==> src/rtl/lcd_hex_driver.sv <==
// HD44780 16x2 driver: power-on init, then endless refresh of a 32-bit word as 8 hex digits on line 1.
// Optional build macro LCD_PREFIX_EN prepends "0x" to every frame (10 characters instead of 8).
module lcd_hex_driver #(
   parameter int PWR_WAIT = 750000,
   parameter int E_PULSE  = 12,
   parameter int CMD_WAIT = 2000,
   parameter int CLR_WAIT = 82000
) (
   input  logic        CLK,
   input  logic        RST,
   input  logic [31:0] Result,
   output logic        LCD_RS,
   output logic        LCD_RW,
   output logic        LCD_E,
   output logic [7:0]  LCD_DATA,
   output logic        Ready,
   output logic        FrameDone
);

   localparam int M1   = (PWR_WAIT > CLR_WAIT) ? PWR_WAIT : CLR_WAIT;
   localparam int M2   = (CMD_WAIT > E_PULSE) ? CMD_WAIT : E_PULSE;
   localparam int MAXV = (M1 > M2) ? M1 : M2;
   localparam int CW   = $clog2(MAXV + 1);

   localparam logic [CW-1:0] PWR_LD   = CW'(PWR_WAIT);
   localparam logic [CW-1:0] PULSE_LD = CW'(E_PULSE - 1);
   localparam logic [CW-1:0] CMD_LD   = CW'(CMD_WAIT - 1);
   localparam logic [CW-1:0] CLR_LD   = CW'(CLR_WAIT - 1);

`ifdef LCD_PREFIX_EN
   localparam int IW = 4;
   localparam logic [IW-1:0] LAST = 4'd9;
`else
   localparam int IW = 3;
   localparam logic [IW-1:0] LAST = 3'd7;
`endif

   typedef enum logic [1:0] {S_PWR, S_INIT, S_ADDR, S_CHAR} state_t;
   typedef enum logic [1:0] {P_SETUP, P_PULSE, P_WAIT} phase_t;

   state_t        state;
   phase_t        phase;
   logic [CW-1:0] cnt;
   logic [IW-1:0] idx;
   logic [31:0]   frame;

   function automatic logic [7:0] hex_char(input logic [3:0] n);
      return (n <= 4'd9) ? (8'h30 + {4'h0, n}) : (8'h37 + {4'h0, n});
   endfunction

   function automatic logic [7:0] init_cmd(input logic [1:0] i);
      case (i)
         2'd0:    return 8'h38;
         2'd1:    return 8'h0C;
         2'd2:    return 8'h06;
         default: return 8'h01;
      endcase
   endfunction

   // Digits are taken from the frame register, most-significant nibble first.
   function automatic logic [7:0] char_at(input logic [31:0] w, input logic [IW-1:0] i);
      logic [31:0] s;
`ifdef LCD_PREFIX_EN
      if (i == 4'd0) return 8'h30;
      if (i == 4'd1) return 8'h78;
      s = w << {i - 4'd2, 2'b00};
`else
      s = w << {i, 2'b00};
`endif
      return hex_char(s[31:28]);
   endfunction

   assign LCD_RW = 1'b0;

   always_ff @(posedge CLK) begin
      if (RST) begin
         state     <= S_PWR;
         phase     <= P_SETUP;
         cnt       <= PWR_LD;
         idx       <= '0;
         frame     <= '0;
         LCD_RS    <= 1'b0;
         LCD_E     <= 1'b0;
         LCD_DATA  <= 8'h00;
         Ready     <= 1'b0;
         FrameDone <= 1'b0;
      end else begin
         FrameDone <= 1'b0;
         if (state == S_PWR) begin
            // Leaving one count early makes the SETUP cycle the last idle cycle.
            if (cnt <= CW'(1)) begin
               state    <= S_INIT;
               phase    <= P_SETUP;
               idx      <= '0;
               LCD_RS   <= 1'b0;
               LCD_DATA <= init_cmd(2'd0);
            end else begin
               cnt <= cnt - CW'(1);
            end
         end else begin
            case (phase)
               P_SETUP: begin
                  LCD_E <= 1'b1;
                  cnt   <= PULSE_LD;
                  phase <= P_PULSE;
               end
               P_PULSE: begin
                  if (cnt == '0) begin
                     LCD_E <= 1'b0;
                     phase <= P_WAIT;
                     cnt   <= (state == S_INIT && idx == IW'(3)) ? CLR_LD : CMD_LD;
                  end else begin
                     cnt <= cnt - CW'(1);
                  end
               end
               P_WAIT: begin
                  if (cnt == '0) begin
                     phase <= P_SETUP;
                     case (state)
                        S_INIT: begin
                           if (idx == IW'(3)) begin
                              Ready    <= 1'b1;
                              state    <= S_ADDR;
                              LCD_RS   <= 1'b0;
                              LCD_DATA <= 8'h80;
                              frame    <= Result;
                           end else begin
                              idx      <= idx + IW'(1);
                              LCD_DATA <= init_cmd(idx[1:0] + 2'd1);
                           end
                        end
                        S_ADDR: begin
                           state    <= S_CHAR;
                           idx      <= '0;
                           LCD_RS   <= 1'b1;
                           LCD_DATA <= char_at(frame, '0);
                        end
                        default: begin
                           if (idx == LAST) begin
                              FrameDone <= 1'b1;
                              state     <= S_ADDR;
                              LCD_RS    <= 1'b0;
                              LCD_DATA  <= 8'h80;
                              frame     <= Result;
                           end else begin
                              idx      <= idx + IW'(1);
                              LCD_DATA <= char_at(frame, idx + IW'(1));
                           end
                        end
                     endcase
                  end else begin
                     cnt <= cnt - CW'(1);
                  end
               end
               default: phase <= P_SETUP;
            endcase
         end
      end
   end

endmodule

==> config.mk <==
export PLATFORM = sky130hd
export DESIGN_NAME = lcd_hex_driver
export DESIGN_NICKNAME = d
export VERILOG_FILES = /design/src/rtl/lcd_hex_driver.sv
export SDC_FILE = /design/constraint.sdc
export NUM_CORES = 1
export LEC_CHECK = 0
export ABC_AREA = 1
export CORE_MARGIN = 1
export CORE_UTILIZATION = 30
export DETAILED_ROUTE_END_ITERATION = 6
export HOLD_SLACK_MARGIN = 0.06
export SLEW_MARGIN = 40
export SYNTH_ARGS = -nofsm -noshare
export SYNTH_HDL_FRONTEND = slang
export SYNTH_SLANG_ARGS = --single-unit
==> constraint.sdc <==
create_clock -name CLK -period 4.87 [get_ports CLK]
set_clock_uncertainty 0.15 [all_clocks]
set_input_delay 0.974 -clock CLK [delete_from_list [all_inputs] [get_ports CLK]]
set_output_delay 0.974 -clock CLK [all_outputs]
set_load 0.01 [all_outputs]
==> impl_metrics.toml, run 1 <==
[sta]
hold_ws_ns = 0.3184
setup_violations = 0
worst_slew_pin_slew_ns = 0.5771
finalHoldViolations = 0
fin_crit_sh_pct = 71.78
rsz0062_at_grt = "no"
fmax_mhz = 286.1
setup_tns_ns = 0
slew_viol_final = 0
finalCriticalPeriod_ns = 3.496
max_slew_margin_pct = 61.47

[synthesis]
synth_nets = 702
synth-edff-count = 0
avgSynthCellArea_sq_um = 6.561
syn_inst = 648
synthFlopType = "dfxtp_1"
synthArstFlopShare_pct = 0
syn_area_sq_um = 4252
synth_cell_types = 36
ys_seq_area_share_pct = 33.43
yosysWarnings = 0
synth_seq_cells = 71

[die]
io_pins = 47
fp.dieArea_sq_um = 14650
die_w_microns = 121.0
die_h_microns = 121.0
fp-row-count = 43
coreArea_sq_um = 13830
initial_core_util_pct = 30.75

[power]
vdd_ir_drop_max_mv = 0.1612
power.internal_uw = 1035
p_sw_uw = 321.1
leakagePower_uw = 0.002092
comb_power_share_pct = 6.6
switching_share_pct = 23.68
pwr-share-clk_pct = 49.2
pwr-share-seq_pct = 44.2
powerDensity_nw_per_um2 = 264.9

[cells_and_area]
drive_above_1_share_pct = 6.569
syn2layout_area_growth_pct = 20.42
final_nets = 734
mostFrequentLayoutCells = "nand2_1 (120), nor2_1 (96), dfxtp_1 (71)"
final_common_cell = "nand2_1"
postLayoutCoreUtil_pct = 37.03
fin_area_sq_um = 5120
num_antenna_cells = 0

[worst_hold_path]
whs_path_depth = 2
min-delay-start = "LCD_DATA[7]$_SDFFE_PP0P_"
hp-class = "reg -> reg"
hold_path_end = "LCD_DATA[7]$_SDFFE_PP0P_"

[critical_path]
end_kind = "register"
r2r_start = "idx[0]$_SDFFE_PP0P_"
cp_cell_sequence = "buf_4 > inv_1 > ha_1 > inv_2 > nor2_1 > o21ai_0 > nand2_1 > nand2_1 > o21ai_0 > inv_1 > ha_1 > or2_2 > nand2_1 > nand2_1 > o21ai_0 > nand3_1 > a21oi_1"
rr_worst_depth = 17
crit_fanout = 22
cp_slowest_stage_delay_ns = 0.63
crit_required_ns = 4.99
reg2reg_slack_ns = 1.37
critPathLaunchType = "register"
rr_endpoint = "LCD_DATA[6]$_SDFFE_PP0P_"
critical_path_class = "reg -> reg"
path_common_cell = "nand2_1"
worstPathArrival_ns = 3.62
slowest_stage = "ha_1"

[detailed_routing]
num_vias = 4115
drtPass1Iterations = 5
remaining_drc_errors = 0
wl_mm = 10.66
ant_nets = 0
post_drt_via_cell_ratio = 4.757
routedWlPerCell_microns = 12.32
drt_iter0_drc = 212

[clocking]
cts_max_level = 3
cts_sinks = 71
cts_tree = "built"
cts_resized = 0
cts_hold_buffers = 0
cts_buffer_depth = 2
numCtsBuffers = 9
cts.clk_slew.worst_paths_ns = 0.06
clock_latency_ns = 0.35
postCtsSetupBuffers = 0
cts-root-buf = "clkbuf_16"

[grt]
grt_use_met2_pct = 22.57
busiest_layer = "met2"
grt_max_degree = 59
grt_pass1_wl_mm = 18.17
grt_pass1_vias = 3781
grtUsageMet1_pct = 22.20
gr-total-overflow = 0
antenna_found_initial = 0
grt.total_usage_pct = 15.67
grtUsageMet3_pct = 4.605

[placement]
place_congestion = 0.8487
place_hpwl_mm = 7.711
place_area_sq_um = 4822
port_buffers = 45

[run_status]
status = "completed"

[job]
drv_cap = 0
==> power by group through the flow <==
stage               sequential (uW)  clock [uW]  combinational, uW
finish                          600         667               89.0
global route                    601         705                101
CTS                             600         683               89.9
detailed placement              613           0               89.3
global placement                612           0               88.5
floorplan                       610           0               52.5
==> cell families after synthesis <==
logic type	count (synthesis)	share of synthesized area (%)
buffers and inverters	102	9.800
flip-flops	71	33.43
AND/OR/NAND/NOR	334	34.96
AO/OA/AOI/OAI	110	13.77
other	1	0.08820
adder cells (fa/ha/maj)	20	5.886
XOR/XNOR	10	2.060
==> state kept, by name, summed over array words and instances, names as in the netlist <==
name	count
frame	32
cnt	20
LCD_DATA	8
idx	3
phase	2
state	2
FrameDone	1
LCD_E	1
LCD_RS	1
Ready	1
==> synth_stat cells, types with 7 or more instances <==
cell | instances | area, sq um
nor3_1 | 42 | 210.2
o21ai_1 | 11 | 55.05
inv_1 | 66 | 247.7
nand2_1 | 120 | 450.4
nand3_1 | 45 | 225.2
nor2_1 | 96 | 360.4
o21ai_0 | 51 | 255.2
clkbuf_1 | 16 | 60.06
nand4_1 | 11 | 68.82
a21oi_1 | 35 | 175.2
dfxtp_1 | 71 | 1421
ha_1 | 20 | 250.2
buf_2 | 7 | 35.03
==> how the worst max path moves through the flow <==
stage | startpoint | to | slack (ns) | cells after the start
after floorplan | idx[0]$_SDFFE_PP0P_ | LCD_DATA[6]$_SDFFE_PP0P_ | 2.01 | 17
after global placement | idx[0]$_SDFFE_PP0P_ | LCD_DATA[6]$_SDFFE_PP0P_ | 1.53 | 17
after detailed placement | idx[0]$_SDFFE_PP0P_ | LCD_DATA[6]$_SDFFE_PP0P_ | 1.40 | 17
after CTS | idx[0]$_SDFFE_PP0P_ | LCD_DATA[6]$_SDFFE_PP0P_ | 1.37 | 17
after global routing | idx[0]$_SDFFE_PP0P_ | LCD_DATA[6]$_SDFFE_PP0P_ | 0.99 | 17
final | idx[0]$_SDFFE_PP0P_ | LCD_DATA[6]$_SDFFE_PP0P_ | 1.37 | 17
==> layout make-up <==
cell class                      instances  area [sq um]
Inverter                               75         284.0
Fill cell                            1501          8707
Clock buffer                           10         229.0
Sequential cell                        71          1421
Tap cell                              180         225.2
Timing Repair Buffer                   48         473.0
Multi-Input combinational cell        475          2419
Clock inverter                          6         68.82
==> per-stage QoR <==
step           power [uW]  instances  worst slack, ns
5_1_grt              1407        865           0.9899
6_report             1356        865            1.374
2_1_floorplan       662.7        648            2.012
4_1_cts              1373        865            1.374
3_3_place_gp        700.9        849            1.527
3_5_place_dp        701.9        849            1.402
==> per-layer routing <==
| layer | vias to the layer above | part of all wire [%] |
|---|---|---|
| met5 | - | 0 |
| met4 | 0 | 1.3 |
| met3 | 10 | 4.7 |
| met2 | 86 | 41 |
| met1 | 1837 | 53 |
| li1 | 2182 | - |
==> critical path: cells and delay by family, from the launching register on <==
family	cells	cell delay, ns
compound gates	4	0.50
fa+ha+maj	2	0.85
buf+inv	4	0.76
flops	1	0.30
simple gates	7	0.84
Power figures use the tool's default switching activity.
==> run 2: changes to the inputs <==
- clock period: 4.87 -> 3.55 ns (I/O delays scaled with it)
==> run 2 against run 1 <==
  * Critical path depth is 1 lower
  * First-iteration DRC count is 29% higher
  * Sequential share of layout area is 0.23 points lower
  * Flip-flop and latch count stayed put
  * Die area stayed put
  * Clock power is 50% higher
  * Clock-buffer cell count is 1 lower
  * Core utilization is 0.31 points higher
  * Global-route usage is 0.24 points lower
  * Maximum frequency is 10% higher
  * Design area is 0.83% higher
==> impl_metrics.toml, run 2 (synthesized netlist as in run 1, its figures left out) <==
[cells_and_area]
reg_top3 = "frame x32, cnt x20, LCD_DATA x8"
top_register = "frame"
largest_register_ffs = 32
mostFrequentLayoutCells = "nand2_1 (120), nor2_1 (96), dfxtp_1 (71)"
fin_area_sq_um = 5162
num_antenna_cells = 0
syn2layout_area_growth_pct = 21.42
fillers = 1476
final_nets = 736
final_common_cell = "nand2_1"
drive_above_1_share_pct = 7.132

[run_status]
status = "completed"

[critical_path]
worstPathArrival_ns = 3.30
critPathLaunchType = "register"
cp_slowest_stage_delay_ns = 0.54
crit_fanout = 14
crit_required_ns = 3.67
path_common_cell = "nand2_1"
cpLargestDelayFamily = "simple AND/OR/NAND/NOR gates"
cp_cell_sequence = "inv_1 > ha_2 > inv_2 > nor2_1 > o21ai_0 > nand2_1 > nand2_1 > o21ai_0 > inv_1 > ha_1 > or2_2 > nand2_1 > nand2_1 > o21ai_0 > nand3_1 > a21oi_1"
end_kind = "register"
critical_path_class = "reg -> reg"
critPathBufInv = 3
slowest_stage = "dfxtp_1"

[clocking]
cts-root-buf = "clkbuf_16"
cts_buffer_depth = 2
cts.clk_slew.worst_paths_ns = 0.06
clock_latency_ns = 0.34
cts_sinks = 71
cts_tree = "built"
numCtsBuffers = 9
cts_max_level = 3

[grt]
grt.total_usage_pct = 15.44
grt_max_degree = 59
gr-total-overflow = 0
grt_pass1_wl_mm = 18.04
antenna_found_initial = 0
grt_pass1_vias = 3715

[sta]
finalHoldViolations = 0
fmax_mhz = 314.9
max_slew_margin_pct = 63.33
slew_viol_final = 0
rsz0062_at_grt = "no"
setup_violations = 0
finalCriticalPeriod_ns = 3.176
fin_crit_sh_pct = 89.46
setup_tns_ns = 0
worst_slew_pin_slew_ns = 0.5493
setup_slack_ns = 0.3743

[detailed_routing]
drtPass1Iterations = 5
post_drt_via_cell_ratio = 4.783
ant_nets = 0
wl_mm = 10.55
num_vias = 4147
routedWlPerCell_microns = 12.17
drt_iter0_drc = 274
remaining_drc_errors = 0

[power]
vdd_ir_drop_max_mv = 0.2162
leakagePower_uw = 0.002114
powerDensity_nw_per_um2 = 376.5
finalPower_uw = 1943

[die]
die_h_microns = 121.0
fp.dieArea_sq_um = 14650
initial_core_util_pct = 30.75
die_w_microns = 121.0
io_pins = 47
coreArea_sq_um = 13830
fp-row-count = 43

[placement]
dp_slack_ns = 0.3025
place_hpwl_mm = 7.629
place_area_sq_um = 4832
port_buffers = 45
place_congestion = 0.8357

[job]
drv_cap = 0

[worst_hold_path]
hp-class = "reg -> reg"
[run 2: changes by cell type in the layout (fill, tap and decap cells not counted), sizes merged]
cell and change:
buf +2, clkbuf -1, clkinv -1, bufinv +1
inv +1
[run 2: where the power goes]
group          leakage [uW]  switching (uW)  total (uW)  internal (uW)
Combinational       0.00138            56.7         121           64.0
Clock              0.000157             377        1000            623
Sequential         0.000573            14.7         822            808
[run 2: tightest hold or removal path, stage by stage, from the launching register on]
cell and delay (ns):
dfxtp_1 0.31, nand2_1 0.06, a21oi_1 0.05
[run 2: worst paths after layout]
path                                  from  slack [ns]  cells after the start                       end
hold / removal    LCD_DATA[0]$_SDFFE_PP0P_        0.31                      2  LCD_DATA[0]$_SDFFE_PP0P_
setup reg to reg       idx[0]$_SDFFE_PP0P_        0.37                     16  LCD_DATA[6]$_SDFFE_PP0P_
hold reg to reg   LCD_DATA[0]$_SDFFE_PP0P_        0.31                      2  LCD_DATA[0]$_SDFFE_PP0P_
setup / recovery       idx[0]$_SDFFE_PP0P_        0.37                     16  LCD_DATA[6]$_SDFFE_PP0P_
[run 2: timing repair]
| action | in CTS | in global routing |
|---|---|---|
| setup buffers | 0 | 0 |
| setup endpoints to repair | 0 | 5 |
| hold buffers | 0 | 0 |
| gates resized for setup | 0 | 1 |
[run 2: layer usage]
layer	vias up	track usage (%)	share of wire [%]
met5	-	0	0
met4	0	5.864	1.7
met3	18	3.383	4.4
met2	84	22.00	41
met1	1861	22.37	52
li1	2184	-	-
[run 2: area by class of cell]
| class | instances | area, sq um | area share (%) |
|---|---|---|---|
| clock buffer | 9 | 225.2 | 4.363 |
| clock inverter | 7 | 102.6 | 1.987 |
| inverter | 75 | 284.0 | 5.502 |
| multi-input combinational | 475 | 2416 | 46.80 |
| sequential | 71 | 1421 | 27.53 |
| tap | 180 | 225.2 | 4.363 |
| timing repair buffer | 50 | 488.0 | 9.452 |
[run 2: through the flow]
| step | hold slack [ns] | cells | util, % |
|---|---|---|---|
| floorplan | 0.3139 | 648 | - |
| global placement | 0.3023 | 851 | 34.95 |
| detailed placement | 0.3093 | 851 | 34.95 |
| CTS | 0.3192 | 867 | 37.32 |
| global route | 0.3274 | 867 | 37.34 |
| finish | 0.3145 | 867 | 37.34 |
